--- config.mk ---
export PLATFORM = sky130hd
export DESIGN_NAME = usb_crc_engine_flat
export DESIGN_NICKNAME = d
export VERILOG_FILES = /design/src/rtl/usb_crc_engine_if.sv /design/src/rtl/usb_crc_engine.sv /design/src/flat_wrapper.sv
export SDC_FILE = /design/constraint.sdc
export NUM_CORES = 1
export LEC_CHECK = 0
export BUFFER_PORTS_ARGS = -buffer_cell sky130_fd_sc_hd__buf_2
export CAP_MARGIN = 5
export CORE_MARGIN = 2
export CORE_UTILIZATION = 45
export CTS_CLUSTER_DIAMETER = 200
export CTS_CLUSTER_SIZE = 24
export DETAILED_ROUTE_END_ITERATION = 16
export PLACE_DENSITY_LB_ADDON = 0.2
export SLEW_MARGIN = 20
export SYNTH_ARGS = -nofsm -noshare
export SYNTH_HDL_FRONTEND = slang
export SYNTH_SLANG_ARGS = --single-unit
export TNS_END_PERCENT = 10
--- constraint.sdc ---
create_clock -name clk -period 1.7 [get_ports clk]
set_input_delay 0.17 -clock clk [delete_from_list [all_inputs] [get_ports clk]]
set_output_delay 0.17 -clock clk [all_outputs]
set_load 0.01 [all_outputs]
--- src/rtl/usb_crc_engine_if.sv ---
// Handshake/bit-stream bundle between the packet FSMs and usb_crc_engine.
// The engine takes the slave side; the packet FSM (or a bench) takes master.
interface usb_crc_engine_if #(
    parameter int WIDTH = 16
);
    logic             start;
    logic             bit_en;
    logic             d;
    logic             dump;
    logic             abort;
    logic             out;
    logic             out_valid;
    logic             dump_done;
    logic             crc_ok;
    logic             busy;
    logic [WIDTH-1:0] crc_value;

    modport master (
        output start, bit_en, d, dump, abort,
        input  out, out_valid, dump_done, crc_ok, busy, crc_value
    );

    modport slave (
        input  start, bit_en, d, dump, abort,
        output out, out_valid, dump_done, crc_ok, busy, crc_value
    );
endinterface

--- src/rtl/usb_crc_engine.sv ---
// Serial USB CRC engine: accumulates data bits, dumps the complemented CRC
// MSB first for TX, and flags a residual match for RX. Moves on bit strobes only.
module usb_crc_engine #(
    parameter int             WIDTH      = 16,
    parameter logic [WIDTH-1:0] POLY     = WIDTH'(16'h8005),
    parameter logic [WIDTH-1:0] INIT     = WIDTH'(16'hFFFF),
    parameter logic [WIDTH-1:0] RESIDUAL = WIDTH'(16'h800D),
    parameter bit             INVERT_OUT = 1'b1
) (
    input logic clk,
    input logic rst_n,
    usb_crc_engine_if.slave bus
);
    localparam int CNT_W = $clog2(WIDTH);
    localparam logic [CNT_W-1:0] LAST = CNT_W'(WIDTH - 1);

    typedef enum logic [1:0] {
        IDLE  = 2'd0,
        ACCUM = 2'd1,
        DUMP  = 2'd2
    } state_t;

    state_t           state_q, state_d;
    logic [WIDTH-1:0] r_q, r_d;
    logic [CNT_W-1:0] cnt_q, cnt_d;
    logic             ok_q, ok_d;
    logic             done_q, done_d;
    logic [WIDTH-1:0] r_step;

    // One serial CRC step: shift left, fold in the polynomial on feedback.
    function automatic logic [WIDTH-1:0] crc_step(
        input logic [WIDTH-1:0] r,
        input logic             din
    );
        logic fb;
        fb = r[WIDTH-1] ^ din;
        return {r[WIDTH-2:0], 1'b0} ^ (fb ? POLY : '0);
    endfunction

    // Next register value if the current data bit were accumulated.
    always_comb r_step = crc_step(r_q, bus.d);

    // Next-state logic; abort beats start beats dump beats the bit strobe.
    always_comb begin
        state_d = state_q;
        r_d     = r_q;
        cnt_d   = cnt_q;
        ok_d    = ok_q;
        done_d  = 1'b0;
        if (bus.abort) begin
            state_d = IDLE;
            ok_d    = 1'b0;
        end else if (bus.start) begin
            state_d = ACCUM;
            r_d     = INIT;
            cnt_d   = '0;
            ok_d    = 1'b0;
        end else begin
            unique case (state_q)
                ACCUM: begin
                    if (bus.dump) begin
                        state_d = DUMP;
                        cnt_d   = '0;
                        ok_d    = 1'b0;
                    end else if (bus.bit_en) begin
                        r_d  = r_step;
                        ok_d = (r_step == RESIDUAL);
                    end
                end
                DUMP: begin
                    if (bus.bit_en) begin
                        r_d   = {r_q[WIDTH-2:0], 1'b0};
                        cnt_d = cnt_q + 1'b1;
                        if (cnt_q == LAST) begin
                            state_d = IDLE;
                            cnt_d   = '0;
                            done_d  = 1'b1;
                        end
                    end
                end
                default: ;
            endcase
        end
    end

    // State, CRC register, dump counter and status flags.
    always_ff @(posedge clk or negedge rst_n) begin
        if (!rst_n) begin
            state_q <= IDLE;
            r_q     <= INIT;
            cnt_q   <= '0;
            ok_q    <= 1'b0;
            done_q  <= 1'b0;
        end else begin
            state_q <= state_d;
            r_q     <= r_d;
            cnt_q   <= cnt_d;
            ok_q    <= ok_d;
            done_q  <= done_d;
        end
    end

    // Outputs; the serial bit is combinational from the register MSB.
    always_comb begin
        bus.out       = r_q[WIDTH-1] ^ INVERT_OUT;
        bus.out_valid = (state_q == DUMP);
        bus.busy      = (state_q != IDLE);
        bus.dump_done = done_q;
        bus.crc_ok    = ok_q;
        bus.crc_value = r_q;
    end
endmodule

--- src/flat_wrapper.sv ---
// flat-port wrapper written by rule: the top's interface ports become plain ports
module usb_crc_engine_flat 
#(
    parameter int             WIDTH      = 16,
    parameter logic [WIDTH-1:0] POLY     = WIDTH'(16'h8005),
    parameter logic [WIDTH-1:0] INIT     = WIDTH'(16'hFFFF),
    parameter logic [WIDTH-1:0] RESIDUAL = WIDTH'(16'h800D),
    parameter bit             INVERT_OUT = 1'b1
)
  (clk, rst_n, bus_start, bus_bit_en, bus_d, bus_dump, bus_abort, bus_out, bus_out_valid, bus_dump_done, bus_crc_ok, bus_busy, bus_crc_value);
  usb_crc_engine_if #(.WIDTH(WIDTH)) bus_i ();
  input logic clk;
  input logic rst_n;
  input wire logic [$bits(bus_i.start)-1:0] bus_start;
  input wire logic [$bits(bus_i.bit_en)-1:0] bus_bit_en;
  input wire logic [$bits(bus_i.d)-1:0] bus_d;
  input wire logic [$bits(bus_i.dump)-1:0] bus_dump;
  input wire logic [$bits(bus_i.abort)-1:0] bus_abort;
  output wire logic [$bits(bus_i.out)-1:0] bus_out;
  output wire logic [$bits(bus_i.out_valid)-1:0] bus_out_valid;
  output wire logic [$bits(bus_i.dump_done)-1:0] bus_dump_done;
  output wire logic [$bits(bus_i.crc_ok)-1:0] bus_crc_ok;
  output wire logic [$bits(bus_i.busy)-1:0] bus_busy;
  output wire logic [$bits(bus_i.crc_value)-1:0] bus_crc_value;
  assign bus_i.start = bus_start;
  assign bus_i.bit_en = bus_bit_en;
  assign bus_i.d = bus_d;
  assign bus_i.dump = bus_dump;
  assign bus_i.abort = bus_abort;
  assign bus_out = bus_i.out;
  assign bus_out_valid = bus_i.out_valid;
  assign bus_dump_done = bus_i.dump_done;
  assign bus_crc_ok = bus_i.crc_ok;
  assign bus_busy = bus_i.busy;
  assign bus_crc_value = bus_i.crc_value;
  usb_crc_engine #(.WIDTH(WIDTH), .POLY(POLY), .INIT(INIT), .RESIDUAL(RESIDUAL), .INVERT_OUT(INVERT_OUT)) u_core (.clk(clk), .rst_n(rst_n), .bus(bus_i));
endmodule
# Word-level counts from Yosys, hierarchy flattened
# Index checks and enable logic that the tools add are counted.
[totals]
regBits = 24
elab_cells = 57
[op_classes]
n_addsub = 1
eq_ne = 11
mux = 27
bitwise_logic = 4
reduce_logical = 9
[op_table]
columns = ["cell", "n"]
rows = [
  ["$mux W16", 5],
  ["$pmux W16 S2", 1],
  ["$eq A16 B16 Y1 const B", 1],
  ["$mux W4", 4],
  ["$xor A16 B16 Y16", 1],
  ["$ne A3 B3 Y1 const B", 4],
  ["$mux W1", 10],
  ["$mux W2", 5],
  ["$ne A4 B4 Y1 const B", 2],
  ["$pmux W4 S2", 1],
  ["$reduce_and A4 Y1", 2],
  ["$reduce_bool A4 Y1", 2],
  ["$reduce_bool A3 Y1", 2],
  ["$reduce_and A5 Y1", 1],
  ["$add A4 B1 Y4 const B", 1],
  ["$eq A4 B4 Y1 const B", 1],
  ["$ne A4 B3 Y1 const B", 1],
  ["$pmux W2 S2", 1],
  ["$eq A2 B1 Y1 const B", 1],
  ["$eq A2 B2 Y1 const B", 1],
  ["$not A1 Y1", 2],
  ["$reduce_and A2 Y1", 1],
  ["$reduce_bool A2 Y1", 1],
  ["$xor A1 B1 Y1", 1],
]

# Depth between registers and ports, before layout
[logic_depth]
word_depth = 9
depth_mapped = 7
ltp_nobuf = 6

# Least setup slack after synthesis
# No wires, ideal clock.
[synth_timing]
path_type = "reg-to-reg"
start = "register u_core.state_q[0]"
end = "register u_core.r_q[0], in the netlist u_core.bus.crc_value[0]"
setup_ns = 0.077
t_arrival_ns = 1.633
required_time_ns = 1.623
path_slack_ns = -0.010
stages_incl_launch_ff = 7
path_buffers = 0
cell_sequence = "dfrtp_1 -> inv_1 -> ha_1 -> or2_4 -> nand3_4 -> or4_1 -> o21a_1"
[synth_between]
elab_chain_len = 3
[synth_lines]
columns = ["item", "line", "text"]
rows = [
  ["start: declaration", "usb_crc_engine.sv:23", "state_t state_q, state_d;"],
  ["start signal: assignment", "usb_crc_engine.sv:95", "state_q <= state_d;"],
  ["$eq A2 B2 Y1 *", "-", ""],
  ["net bus_out_valid", "flat_wrapper.sv:20", "output wire logic [$bits(bus_i.out_valid)-1:0] bus_out_valid;"],
  ["$ne A3 B3 Y1 (no line), or another cell as far along", "-", ""],
  ["$reduce_and A5 Y1 (no line) / $mux W16 (equally long branches)", "-", ""],
  ["end signal: assignment", "usb_crc_engine.sv:96", "r_q <= r_d;"],
  ["end: declaration", "usb_crc_engine.sv:24", "logic [WIDTH-1:0] r_q, r_d;"],
]
# Mark *: on every way through the listed nets, which the timed path passes. The rest lies on a longest branch.
# A chain may end at the register's enable or synchronous reset.

# Worst setup path in the final report
[layout_timing]
start = "register u_core.state_q[0]"
end = "register u_core.cnt_q[0]"
[layout_between]
elab_chain_len = 3
[layout_lines]
columns = ["item", "line", "text"]
rows = [
  ["$eq A2 B1 Y1 / $eq A2 B2 Y1 (equally long branches)", "usb_crc_engine.sv:59", "unique case (state_q)"],
  ["$ne A3 B3 Y1 (no line), or another cell as far along", "-", ""],
  ["$reduce_and A4 Y1 (no line) / $mux W4 (equally long branches)", "-", ""],
  ["end signal: assignment", "usb_crc_engine.sv:97", "cnt_q <= cnt_d;"],
  ["end: declaration", "usb_crc_engine.sv:25", "logic [CNT_W-1:0] cnt_q, cnt_d;"],
]
# Parallel ways exist; a longest one is shown, timed or not.

==> results.cfg <==
[outcome]
outcome = complete, but fails checks
violations = DRC

[synthesis]
ys_ff_latch = 24
ys_seq_area_share_pct = 45.9
synth_xor_area_share_pct = 1.30
yosysUniqueCellTypes = 39
async_reset_ff_share_pct = 100
synth_fa_ha_area_share_pct = 3.70
synth_area_per_cell_um2 = 10.2
synth_top_family_by_area = simple AND/OR/NAND/NOR gates
ys_warn_count = 0
syn_inst = 132
synth-compound-area-share_pct = 20.0
synth_nets = 143
synth-edff-count = 0
synth_mux_area_share_pct = 2.31
yosys_most_used_dff = dfstp_2
synth_simple_gate_area_share_pct = 22.2
syn-cell-area_um2 = 1350

[detailed_routing]
vias = 1162
dr.pass1.iters = 10
drtIter0Drc = 38
postRouteAntennaNets = 0
wire_per_inst_um = 15.6
routed_wl_mm = 3.08
drc = 2
routed_via_density = 5.90

[layout]
final_cell_count_no_fill = 197
drive_gt1_share_pct = 43.4
design_area_um2 = 1670
antenna_cells = 0
regArea_um2 = 622
fillers = 249
fin_nets = 178
multi_input_area_um2 = 731
area_growth_pct = 23.5

[setup_path]
path_class = flip-flop to flip-flop
timing.rr.start = u_core.state_q[0]
rr_endpoint = u_core.cnt_q[0]
cp_max_fo = 3
end_kind = flip-flop
worstRegToRegCells = 6
critPathSlowestCell = dfrtp_2
cp-start-kind = flip-flop
critPathRequiredTime_ps = 1900
critical_path.max_stage_delay_ps = 440
cp_data_arrival_time_ps = 1850
ff2ff_setup_slack_ps = 60
worstPathCellList = inv_2 -> ha_2 -> or2_4 -> a31oi_4 -> nor2_1 -> mux2_1

[clocking]
htree_levels = 1
clockBufferDepth = 2
cts_tree = built
cts-root-buf = clkbuf_4
clock-sinks = 24
cts_buffers = 3
clk_latency_ps = 320
path_clk_slew_ps = 140

[die]
fp-row-count = 19
die-area_um2 = 3460
start_util_pct = 48.2
die_y_um = 58.8
die-width_um = 58.8
ios = 28
core-area_um2 = 2810

[sta]
fin_crit_ps = 1640
drv_slew = 0
finClkSkew_ps = 13.8
tightest_slew_ps = 525
final-setup-viol-count = 0
max_slew_margin_pct = 65.0
fin_crit_sh_pct = 96.7
max_freq_mhz = 609
hold_viol = 0

[placed_design]
gp_congestion = 0.828
postPlaceCellArea_um2 = 1540
portBuffers = 27
dp_cells = 189
hpwlAfterDp_mm = 2.16

[worst_hold_path]
hold_class = input pin to flip-flop
whs_endpoint = u_core.bus.crc_ok
min-delay-start = bus_dump
whs_path_depth = 4

[power]
switching_share_pct = 27.9
pwr-share-comb_pct = 18.6
netSwitchingPower_mw = 0.318
p_per_area_nw_per_um2 = 681
seq_power_share_pct = 54.8
finalPower_mw = 1.14
intPower_mw = 0.820
peakVddDrop_v = 0.000411
p_leak_nw = 0.683
p_clk_share_pct = 26.6

[job]
max-cap-violations = 0

[global_routing]
grt_pass1_wl_mm = 5.03
grt_use_total_pct = 18.9
grt_max_degree = 26
grt_overflow = 0
grt_pass1_vias = 1108
antenna_found_initial = 0
==> metrics by stage <==
| step | setup TNS (ps) | setup WS [ps] | util [%] | hold slack [ps] |
|---|---|---|---|---|
| 3_5_place_dp | 0 | 54.4 | 54.8 | 176 |
| 4_1_cts | 0 | 26.0 | 56.5 | 170 |
| 3_3_place_gp | 0 | 85.5 | 54.8 | 180 |
| 2_1_floorplan | 0 | 76.9 | - | -126 |
| 6_report | 0 | 56.7 | 59.5 | 168 |
| 5_1_grt | -3.85 | -3.85 | 59.5 | 196 |
==> cell usage after synthesis, types with 2 or more instances <==
cell / number / area share [%]
dfstp_2: 16 / 31
nor4_1: 13 / 6.0
inv_1: 9 / 2.5
nor2_1: 9 / 2.5
o21ba_1: 9 / 6.7
dfrtp_1: 8 / 15
o21ai_0: 6 / 2.2
a21oi_1: 5 / 1.8
nand2_1: 5 / 1.4
nand2b_1: 5 / 2.3
ha_1: 4 / 3.7
o31ai_1: 4 / 2.2
clkbuf_1: 3 / 0.83
nand3_1: 3 / 1.1
buf_2: 2 / 0.74
mux2i_1: 2 / 1.5
nand4_1: 2 / 0.92
nor2b_1: 2 / 0.92
nor4b_1: 2 / 1.3
o21ba_2: 2 / 1.5
or4_1: 2 / 1.1
xnor2_1: 2 / 1.3
==> repair_timing <==
item / in CTS / in global routing
buffers inserted: 0 / 3
endpoints found under the hold margin: 8 / 0
endpoints found under the setup margin: 0 / 15
resized for setup: 0 / 14
hold buffers: 1 / 0
==> cell families after synthesis <==
logic type,count (synthesis)
multiplexers,3
AO/OA/AOI/OAI,34
adder cells (fa/ha/maj),4
XOR/XNOR,2
AND/OR/NAND/NOR,50
buffers and inverters,15
flip-flops,24
==> per-layer routing <==
layer | vias up | global-route usage [%] | share of wire, %
li1 | 556 | - | -
met3 | 4 | 2.20 | 5.2
met1 | 564 | 25.9 | 45
met4 | 0 | 5.84 | 1.0
met5 | - | 0 | 0
met2 | 38 | 31.4 | 49
==> how the worst max path moves through the flow <==
stage / slack [ps] / cells past startpoint / to / start
finish: 60 / 6 / u_core.cnt_q[0] / u_core.state_q[0]
global route: -4 / 6 / u_core.bus.crc_value[0] / u_core.state_q[0]
CTS: 30 / 8 / u_core.cnt_q[3] / u_core.state_q[0]
detailed placement: 50 / 8 / u_core.cnt_q[3] / u_core.state_q[0]
global placement: 90 / 7 / u_core.cnt_q[0] / u_core.state_q[0]
floorplan: 80 / 6 / u_core.bus.crc_value[0] / u_core.state_q[0]
==> cells in the final DEF (no fill, tap or decap), types with 2 or more instances in the layout <==
master and n:
buf_2 27, dfstp_2 16, nor4_1 11, o21ba_1 9
nor2_1 9, inv_1 8, buf_4 7, dfrtp_1 7
nand2_1 5, o21ai_0 5, a21oi_1 5, nand2b_1 4
nand3_1 3, clkbuf_4 3, nand4_1 2, xnor2_1 2
nor4b_1 2, or4_1 2, mux2i_1 2, o31ai_2 2
o31ai_1 2, nor4_2 2, o21ba_2 2, ha_1 2
==> sequential cells by signal, indices dropped and copies added, names as in the netlist <==
| register | flops |
|---|---|
| u_core.bus.crc_ok | 1 |
| u_core.cnt_q | 4 |
| u_core.bus.dump_done | 1 |
| u_core.state_q | 2 |
| u_core.bus.crc_value | 16 |
==> power by group through the flow <==
stage,Combinational [mW],Clock (mW),Sequential [mW]
floorplan,0.111,0,0.632
global placement,0.187,0,0.629
detailed placement,0.190,0,0.629
CTS,0.193,0.312,0.620
global route,0.236,0.329,0.626
finish,0.212,0.303,0.623
==> worst max-delay path, delay by kind of cell, from the launching register on <==
family / cells / cell delay (ps)
DFF: 1 / 440
buffers and inverters: 1 / 60
adders and majority gates: 1 / 200
AOI/OAI and AO/OA: 1 / 200
muxes: 1 / 320
and+or+nand+nor: 2 / 330
==> layout make-up <==
cell class	count	area share [%]
Timing Repair Buffer	36	12.5
Sequential cell	24	37.2
Inverter	9	2.02
Multi-Input combinational cell	93	43.7
Tap cell	31	2.32
Clock buffer	4	2.17
Power figures use the tool's default switching activity.
